**src/rtl/icw_ocw_write_sequencer.sv**
```systemverilog
// icw_ocw_write_sequencer
// Write-side front end of the interrupt controller. Synchronises the CPU
// write strobe and decodes each completed write into a one-cycle ICW1..ICW4
// or OCW1..OCW3 pulse. The written byte is presented on DOut.
// Optional feature: define PROTOCOL_ERR_EN to add the sticky protErr output,
// which flags writes that were ignored.
module icw_ocw_write_sequencer #(
  parameter int SYNC_STAGES = 2
) (
  input  logic       clk,
  input  logic       reset,
  input  logic       csn,
  input  logic       wrn,
  input  logic       A0,
  input  logic [7:0] DBus,
  output logic       ICW1flag,
  output logic       ICW2flag,
  output logic       ICW3flag,
  output logic       ICW4flag,
  output logic       OCW1flag,
  output logic       OCW2flag,
  output logic       OCW3flag,
  output logic [7:0] DOut,
`ifdef PROTOCOL_ERR_EN
  output logic       protErr,
`endif
  output logic       initDone
);

  localparam logic [2:0] IDLE      = 3'd0;
  localparam logic [2:0] WAIT_ICW2 = 3'd1;
  localparam logic [2:0] WAIT_ICW3 = 3'd2;
  localparam logic [2:0] WAIT_ICW4 = 3'd3;
  localparam logic [2:0] READY     = 3'd4;

  localparam logic [6:0] F_ICW1 = 7'b0000001;
  localparam logic [6:0] F_ICW2 = 7'b0000010;
  localparam logic [6:0] F_ICW3 = 7'b0000100;
  localparam logic [6:0] F_ICW4 = 7'b0001000;
  localparam logic [6:0] F_OCW1 = 7'b0010000;
  localparam logic [6:0] F_OCW2 = 7'b0100000;
  localparam logic [6:0] F_OCW3 = 7'b1000000;

  logic [SYNC_STAGES-1:0]      csn_sync_r;
  logic [SYNC_STAGES-1:0]      wrn_sync_r;
  logic [SYNC_STAGES-1:0]      a0_sync_r;
  logic [SYNC_STAGES-1:0][7:0] dbus_sync_r;
  logic [SYNC_STAGES-1:0]      fill_r;

  logic       csn_s, wrn_s, a0_s, real_s, active_s, commit_s;
  logic [7:0] dbus_s;

  logic       armed_r, active_prev_r, hold_a0_r;
  logic [7:0] hold_data_r;

  logic [2:0] state_r, nxt_state;
  logic       sngl_r, nxt_sngl, ic4_r, nxt_ic4;
  logic [6:0] flags_r, nxt_flags;
  logic [7:0] dout_r, nxt_dout;
  logic       init_done_r;

  assign csn_s  = csn_sync_r[SYNC_STAGES-1];
  assign wrn_s  = wrn_sync_r[SYNC_STAGES-1];
  assign a0_s   = a0_sync_r[SYNC_STAGES-1];
  assign dbus_s = dbus_sync_r[SYNC_STAGES-1];
  // fill_r marks when the pipeline holds real samples rather than reset values
  assign real_s = fill_r[SYNC_STAGES-1];

  // A write only counts once a genuine high wrn has been seen since reset,
  // so a strobe already low when reset releases can never commit.
  assign active_s = armed_r & ~csn_s & ~wrn_s;
  assign commit_s = wrn_s & active_prev_r;

  // Synchroniser chains for the strobes, with A0/DBus pipelined alongside
  always_ff @(posedge clk or posedge reset) begin
    if (reset) begin
      csn_sync_r  <= {SYNC_STAGES{1'b1}};
      wrn_sync_r  <= {SYNC_STAGES{1'b1}};
      a0_sync_r   <= {SYNC_STAGES{1'b0}};
      dbus_sync_r <= {(SYNC_STAGES*8){1'b0}};
      fill_r      <= {SYNC_STAGES{1'b0}};
    end else begin
      csn_sync_r  <= {csn_sync_r[SYNC_STAGES-2:0], csn};
      wrn_sync_r  <= {wrn_sync_r[SYNC_STAGES-2:0], wrn};
      a0_sync_r   <= {a0_sync_r[SYNC_STAGES-2:0], A0};
      dbus_sync_r <= {dbus_sync_r[SYNC_STAGES-2:0], DBus};
      fill_r      <= {fill_r[SYNC_STAGES-2:0], 1'b1};
    end
  end

  // Arm on idle strobe, track previous activity and hold address/data
  always_ff @(posedge clk or posedge reset) begin
    if (reset) begin
      armed_r       <= 1'b0;
      active_prev_r <= 1'b0;
      hold_a0_r     <= 1'b0;
      hold_data_r   <= 8'h00;
    end else begin
      armed_r       <= armed_r | (real_s & wrn_s);
      active_prev_r <= active_s;
      if (active_s) begin
        hold_a0_r   <= a0_s;
        hold_data_r <= dbus_s;
      end
    end
  end

  // Decode a committed write against the initialisation sequence
  always_comb begin
    nxt_state = state_r;
    nxt_sngl  = sngl_r;
    nxt_ic4   = ic4_r;
    nxt_dout  = dout_r;
    nxt_flags = 7'd0;
    if (commit_s) begin
      if (!hold_a0_r && hold_data_r[4]) begin
        nxt_flags = F_ICW1;
        nxt_sngl  = hold_data_r[1];
        nxt_ic4   = hold_data_r[0];
        nxt_state = WAIT_ICW2;
        nxt_dout  = hold_data_r;
      end else if (hold_a0_r) begin
        case (state_r)
          IDLE: begin
            nxt_state = IDLE;
          end
          WAIT_ICW2: begin
            nxt_flags = F_ICW2;
            nxt_dout  = hold_data_r;
            if (!sngl_r) begin
              nxt_state = WAIT_ICW3;
            end else if (ic4_r) begin
              nxt_state = WAIT_ICW4;
            end else begin
              nxt_state = READY;
            end
          end
          WAIT_ICW3: begin
            nxt_flags = F_ICW3;
            nxt_dout  = hold_data_r;
            if (ic4_r) begin
              nxt_state = WAIT_ICW4;
            end else begin
              nxt_state = READY;
            end
          end
          WAIT_ICW4: begin
            nxt_flags = F_ICW4;
            nxt_dout  = hold_data_r;
            nxt_state = READY;
          end
          READY: begin
            nxt_flags = F_OCW1;
            nxt_dout  = hold_data_r;
          end
          default: begin
            nxt_state = IDLE;
          end
        endcase
      end else if (state_r == READY) begin
        nxt_dout = hold_data_r;
        if (hold_data_r[3]) begin
          nxt_flags = F_OCW3;
        end else begin
          nxt_flags = F_OCW2;
        end
      end else begin
        nxt_state = state_r;
      end
    end else begin
      nxt_state = state_r;
    end
  end

  // Register state, sequence options and the outputs
  always_ff @(posedge clk or posedge reset) begin
    if (reset) begin
      state_r     <= IDLE;
      sngl_r      <= 1'b0;
      ic4_r       <= 1'b0;
      flags_r     <= 7'd0;
      dout_r      <= 8'h00;
      init_done_r <= 1'b0;
    end else begin
      state_r     <= nxt_state;
      sngl_r      <= nxt_sngl;
      ic4_r       <= nxt_ic4;
      flags_r     <= nxt_flags;
      dout_r      <= nxt_dout;
      init_done_r <= (nxt_state == READY);
    end
  end

`ifdef PROTOCOL_ERR_EN
  logic ignored_s;
  logic prot_err_r;
  assign ignored_s = commit_s & (nxt_flags == 7'd0);

  // Sticky error on ignored writes, cleared by a fresh ICW1
  always_ff @(posedge clk or posedge reset) begin
    if (reset) begin
      prot_err_r <= 1'b0;
    end else if (nxt_flags == F_ICW1) begin
      prot_err_r <= 1'b0;
    end else if (ignored_s) begin
      prot_err_r <= 1'b1;
    end
  end

  assign protErr = prot_err_r;
`endif

  assign ICW1flag = flags_r[0];
  assign ICW2flag = flags_r[1];
  assign ICW3flag = flags_r[2];
  assign ICW4flag = flags_r[3];
  assign OCW1flag = flags_r[4];
  assign OCW2flag = flags_r[5];
  assign OCW3flag = flags_r[6];
  assign DOut     = dout_r;
  assign initDone = init_done_r;

endmodule

```
**config.mk**
```make
export PLATFORM = sky130hd
export DESIGN_NAME = icw_ocw_write_sequencer
export DESIGN_NICKNAME = d
export VERILOG_FILES = /design/src/rtl/icw_ocw_write_sequencer.sv
export SDC_FILE = /design/constraint.sdc
export NUM_CORES = 1
export LEC_CHECK = 0
export CAP_MARGIN = 20
export CORE_MARGIN = 2
export CORE_UTILIZATION = 55
export DETAILED_ROUTE_END_ITERATION = 10
export PLACE_DENSITY = 0.81
export SYNTH_ARGS = -nofsm -noshare
export SYNTH_HDL_FRONTEND = slang
export SYNTH_SLANG_ARGS = --single-unit
export TNS_END_PERCENT = 100
```
**constraint.sdc**
```tcl
create_clock -name clk -period 2.7 [get_ports clk]
set_input_delay 0.405 -clock clk [delete_from_list [all_inputs] [get_ports clk]]
set_output_delay 0.405 -clock clk [all_outputs]
set_load 0.01 [all_outputs]
```
# Word level (Yosys, flattened, before mapping)
# Index checks and enable logic that the tools add are counted.
[word_totals] regBits=56 inputBits=13 output_inout_bits=16
[op_classes] eq_ne=6 muxes=16 bitwise_logic=7 n_reduce_logical=6
[op_table] cell="2-to-1 mux 7 bit" count=5
[op_table] cell="2-to-1 mux 8 bit" count=4
[op_table] cell="one-hot mux 5 bit (4 select lines)" count=1
[op_table] cell="2-to-1 mux 3 bit" count=5
[op_table] cell="one-hot mux 3 bit (4 select lines)" count=1
[op_table] cell="equality test 3 x 2 -> 1 bit, second input constant" count=2
[op_table] cell="equality test 3 bit, second input constant" count=2
[op_table] cell="AND 1 bit" count=4
[op_table] cell="OR reduction 4 bit" count=1
[op_table] cell="equality test 3 x 1 -> 1 bit, second input constant" count=1
[op_table] cell="!= test 3 x 2 -> 1 bit, second input constant" count=1
[op_table] cell="AND reduction 3 bit" count=1
[op_table] cell="nonzero test 3 bit" count=1
[op_table] cell="NOT 1 bit" count=2
[op_table] cell="AND reduction 2 bit" count=1
[op_table] cell="logical AND 1 bit" count=1
[op_table] cell="zero test 1 bit" count=1
[op_table] cell="OR 1 bit" count=1

# Depth between registers and ports, before layout
[depth] word_depth=7 mapped_depth=5 depth_no_buf=4

# Worst setup path after synthesis
# OpenSTA, ideal clock, no wires.
[synth_timing] path_type="register to register" from="register hold_a0_r" to="register dout_r[0] (netlist: DOut[0])" t_arrival_ns=1.402 path_slack_ns=1.173 path_stages_with_launch=5 path_buffers=1 synth_period_minus_slack_ns=1.527 path_cell_list="dfrtp_1 > buf_2 > nor3b_1 > o311ai_4 > mux2_2"
[synth_via] elab_chain_cells=4 word_cells_on_any_way=7
[synth_rtl] element="start, declared" line="53" rtl="logic armed_r, active_prev_r, hold_a0_r;"
[synth_rtl] element="start signal, assigned" line="102" rtl="hold_a0_r <= a0_s;"
[synth_rtl] element="zero test 1 bit" line="116" rtl="if (!hold_a0_r && hold_data_r[4]) begin"
[synth_rtl] element="logical AND 1 bit" line="116"
[synth_rtl] element="!= test 3 x 2 -> 1 bit (no line) or nonzero test 3 bit (tied branches)"
[synth_rtl] element="AND reduction 3 bit (no line)"
[synth_rtl] element="end signal, assigned" line="189" rtl="dout_r <= nxt_dout;"
[synth_rtl] element="end, declared" line="59" rtl="logic [7:0] dout_r, nxt_dout;"
# Several ways; a longest one is shown, not always the timed one.
# A chain may end at the register's enable or synchronous reset.

# Worst setup path after layout
[layout_timing] from="register wrn_sync_r[1]" to="register init_done_r (netlist: initDone)"
[layout_via] elab_chain_cells=3
[layout_rtl] element="start, declared" line="45" rtl="logic [SYNC_STAGES-1:0] wrn_sync_r;"
[layout_rtl] element="start signal, assigned" line="78" rtl="wrn_sync_r <= {SYNC_STAGES{1'b1}};"
[layout_rtl] element="start signal, assigned" line="84" rtl="wrn_sync_r <= {wrn_sync_r[SYNC_STAGES-2:0], wrn};"
[layout_rtl] element="AND 1 bit" line="72" rtl="assign commit_s = wrn_s & active_prev_r;"
[layout_rtl] element="2-to-1 mux 3 bit" line="115" rtl="if (commit_s) begin"
[layout_rtl] element="via nxt_state[2]" line="56" rtl="logic [2:0] state_r, nxt_state;"
[layout_rtl] element="equality test 3 bit" line="190" rtl="init_done_r <= (nxt_state == READY);"
[layout_rtl] element="end signal, assigned" line="190"
[layout_rtl] element="end, declared" line="60" rtl="logic init_done_r;"
# The timed path passes the listed nets, and every way through them passes these cells.

==> results.ini <==
[synthesis]
muxShareOfSynthArea=0.111
avgSynthCellArea_sq_um=16.2
synthDistinctLibCells=29
netlist_top_cells_area=dfrtp_1 (67%), mux2_2 (11%), dfstp_2 (5.4%)
synth_top_area_share=0.674
ys_seq_area_frac=0.729
synth_seq_cells=56
syn_inst=119
synthAdderAreaFrac=0
yosysWarningCount=0
yosys.area.top_type=dfrtp_1
synthXorXnorAreaFrac=0
synth-async-reset-ratio=1.00
synth-edff-count=0
synth_compound_area_frac=0.0499
synth_fp_nets=132
synthFlopType=dfrtp_1
synthSimpleGateAreaFrac=0.0850
syn_area_sq_um=1930
synth_top_family_by_area=multiplexers

[power_and_ir_drop]
pwr-share-clk=0.204
ir_worst_vdd_v=0.000416
p_sw_frac=0.278
seqPwrFrac=0.583
p_per_area_nw_per_um2=789
p_leak_nw=1.01
p_comb_frac=0.213
switchingPower_uw=508
p_int_mw=1.32

[clocking]
cts_root_buffer=clkbuf_4
cts_setup_buffers=0
hold_buffers=0
cts_tree=done
clock_latency_ps=390
clock_sinks=56
htree_levels=2
clk_pin_slew_ps=160
cts_buffers=5
cts_buffer_depth=2
cts_resized=0

[worst_setup_path]
ff2ff_path_depth=4
crit_type=flop to flop
cp_common_cell=nor3b_1
r2r-start=wrn_sync_r[1]
critPathBufInv=0
r2r_slack_ps=900
cpPeakStageDelay_ps=670
path_cells=nand2_1 -> nor3b_1 -> a221o_1 -> nor3b_1
startpoint=wrn_sync_r[1]
cp.required_ps=3000
start_kind=flop
crit_fanout=7
cpMaxStageDelayCell=dfstp_2
worstReg2RegEnd=initDone
path_delay_family=simple AND/OR/NAND/NOR gates
cp.arrival_ps=2110
endpoint_kind=flop

[placement]
placed_cells=191
hpwl_um=2190
io_buffers=28
dp_slack_ps=912
dpl_cell_area_sq_um=2250
gp_congestion=0.868

[global_routing]
top_usage_layer=met2
grt_max_degree=28
use_met3=0.0732
grt_pass1_vias=1100
grt_pass1_wl_um=5120
overflow=0
met1_usage=0.204
grtUsageMet2=0.282
grt_usage=0.174
antenna_found_initial=0

[route]
first_pass_iters=4
vias_per_cell=5.29
drtAntennaViolNets=0
drtIter0Drc=33
routed_wl_um=3000
vias=1053
drc=0
wl_per_cell_um=15.1

[sta]
grt_setup_unrepaired=no
fin_crit_sh=0.668
worst_pin_slew_ps=531
max_freq_ghz=0.554
maxSlewViolCount=0
relSlewSlack=0.645
final-hold-violation-count=0
tns_ps=0
fin_ws_ps=896
min_period_ps=1800
finalSetupViolCount=0
finalClockSkew_ps=14.1

[floorplanning]
chipHeight_um=63.2
initial_utilization=0.574
fp-row-count=21
dieArea_sq_um=4000
dieWidth_um=63.2
coreArea_sq_um=3360
io_pins=29

[run_status]
outcome=complete, no violations

[cells_and_area]
stdcell_count=199
fin_area_sq_um=2320
drive_gt1_frac=0.255
area_growth_pct=20.0
n_antenna_cell=0
finish.net_count=165
fillers=245

[flow_run]
cap_violations=0

[worst_hold_path]
min_path_type=primary input to asynchronous set/reset pin

==> per-stage QoR <==
| step | hold slack, ps | power (mW) | utilization |
|---|---|---|---|
| 6_report | 215 | 1.83 | 0.689 |
| 5_1_grt | 198 | 1.92 | 0.689 |
| 4_1_cts | 206 | 1.84 | 0.689 |
| 3_5_place_dp | 335 | 1.47 | 0.670 |
| 3_3_place_gp | 332 | 1.44 | 0.670 |
| 2_1_floorplan | 331 | 1.26 | - |
==> flip-flops by register name (all words and copies together) (netlist names), 3 cells and up <==
| register | flops |
|---|---|
| DOut | 8 |
| dbus_s | 8 |
| dbus_sync_r | 8 |
| flags_r | 7 |
| hold_data_r | 8 |
| state_r | 3 |
==> cells in the mapped netlist, types with 2 or more instances <==
master and n:
a31oi_1 2, and3b_1 2, buf_2 3, buf_6 2, dfrtp_1 52, dfstp_2 4, inv_1 2, mux2_2 19
nand2_1 2, nand2b_1 2, nor2_1 4, nor2b_1 4, nor3b_1 5
==> worst max path at each step <==
| stage | endpoint | slack (ps) | cells past startpoint |
|---|---|---|---|
| after floorplan | DOut[0] | 930 | 1 |
| after global placement | DOut[0] | 1050 | 4 |
| after detailed placement | DOut[0] | 910 | 4 |
| after CTS | DOut[2] | 900 | 4 |
| after global routing | initDone | 790 | 4 |
| final | initDone | 900 | 4 |
==> kinds of logic (layout without fill, tap and decap cells) <==
family	count (synthesis)	in the layout
AOI/OAI and AO/OA	10	10
and+or+nand+nor	26	26
DFF	56	56
other	1	1
muxes	19	19
buffers and inverters	7	41
==> area by class of cell <==
type	count	area (sq um)	area share
Sequential cell	56	1410	0.607
Multi-Input combinational cell	56	478	0.206
Timing Repair Buffer	31	303	0.131
Tap cell	46	57.6	0.0249
Clock buffer	5	37.5	0.0162
Clock inverter	3	26.3	0.0113
Inverter	2	7.51	0.00324
==> layout by cell type, fill, tap and decap left out, drive strengths merged <==
cell,n
a21o,1
a221o,1
a22o,1
a31oi,2
a32o,1
and2,2
and3,2
and3b,2
buf,3
clkbuf,5
clkdlybuf4s50,28
clkinvlp,2
conb,1
dfrtp,52
dfstp,4
inv,3
mux2,19
nand2,2
nand2b,2
nand3,1
nand4b,1
nor2,5
nor2b,4
nor3b,5
o211a,1
o21ai,1
o22ai,1
o311ai,1
==> layer usage <==
layer | up-vias | share of wire
met2 | 45 | 0.52
met3 | 8 | 0.057
met1 | 529 | 0.41
met4 | 0 | 0.019
li1 | 471 | -
met5 | - | 0
==> power groups by stage <==
stage	Combinational, mW	Sequential [mW]	Clock, mW
after global placement	0.375	1.07	0
after global routing	0.418	1.08	0.425
after floorplan	0.188	1.08	0
after detailed placement	0.394	1.08	0
after CTS	0.395	1.06	0.384
final	0.389	1.07	0.373
Power figures use the tool's default switching activity.
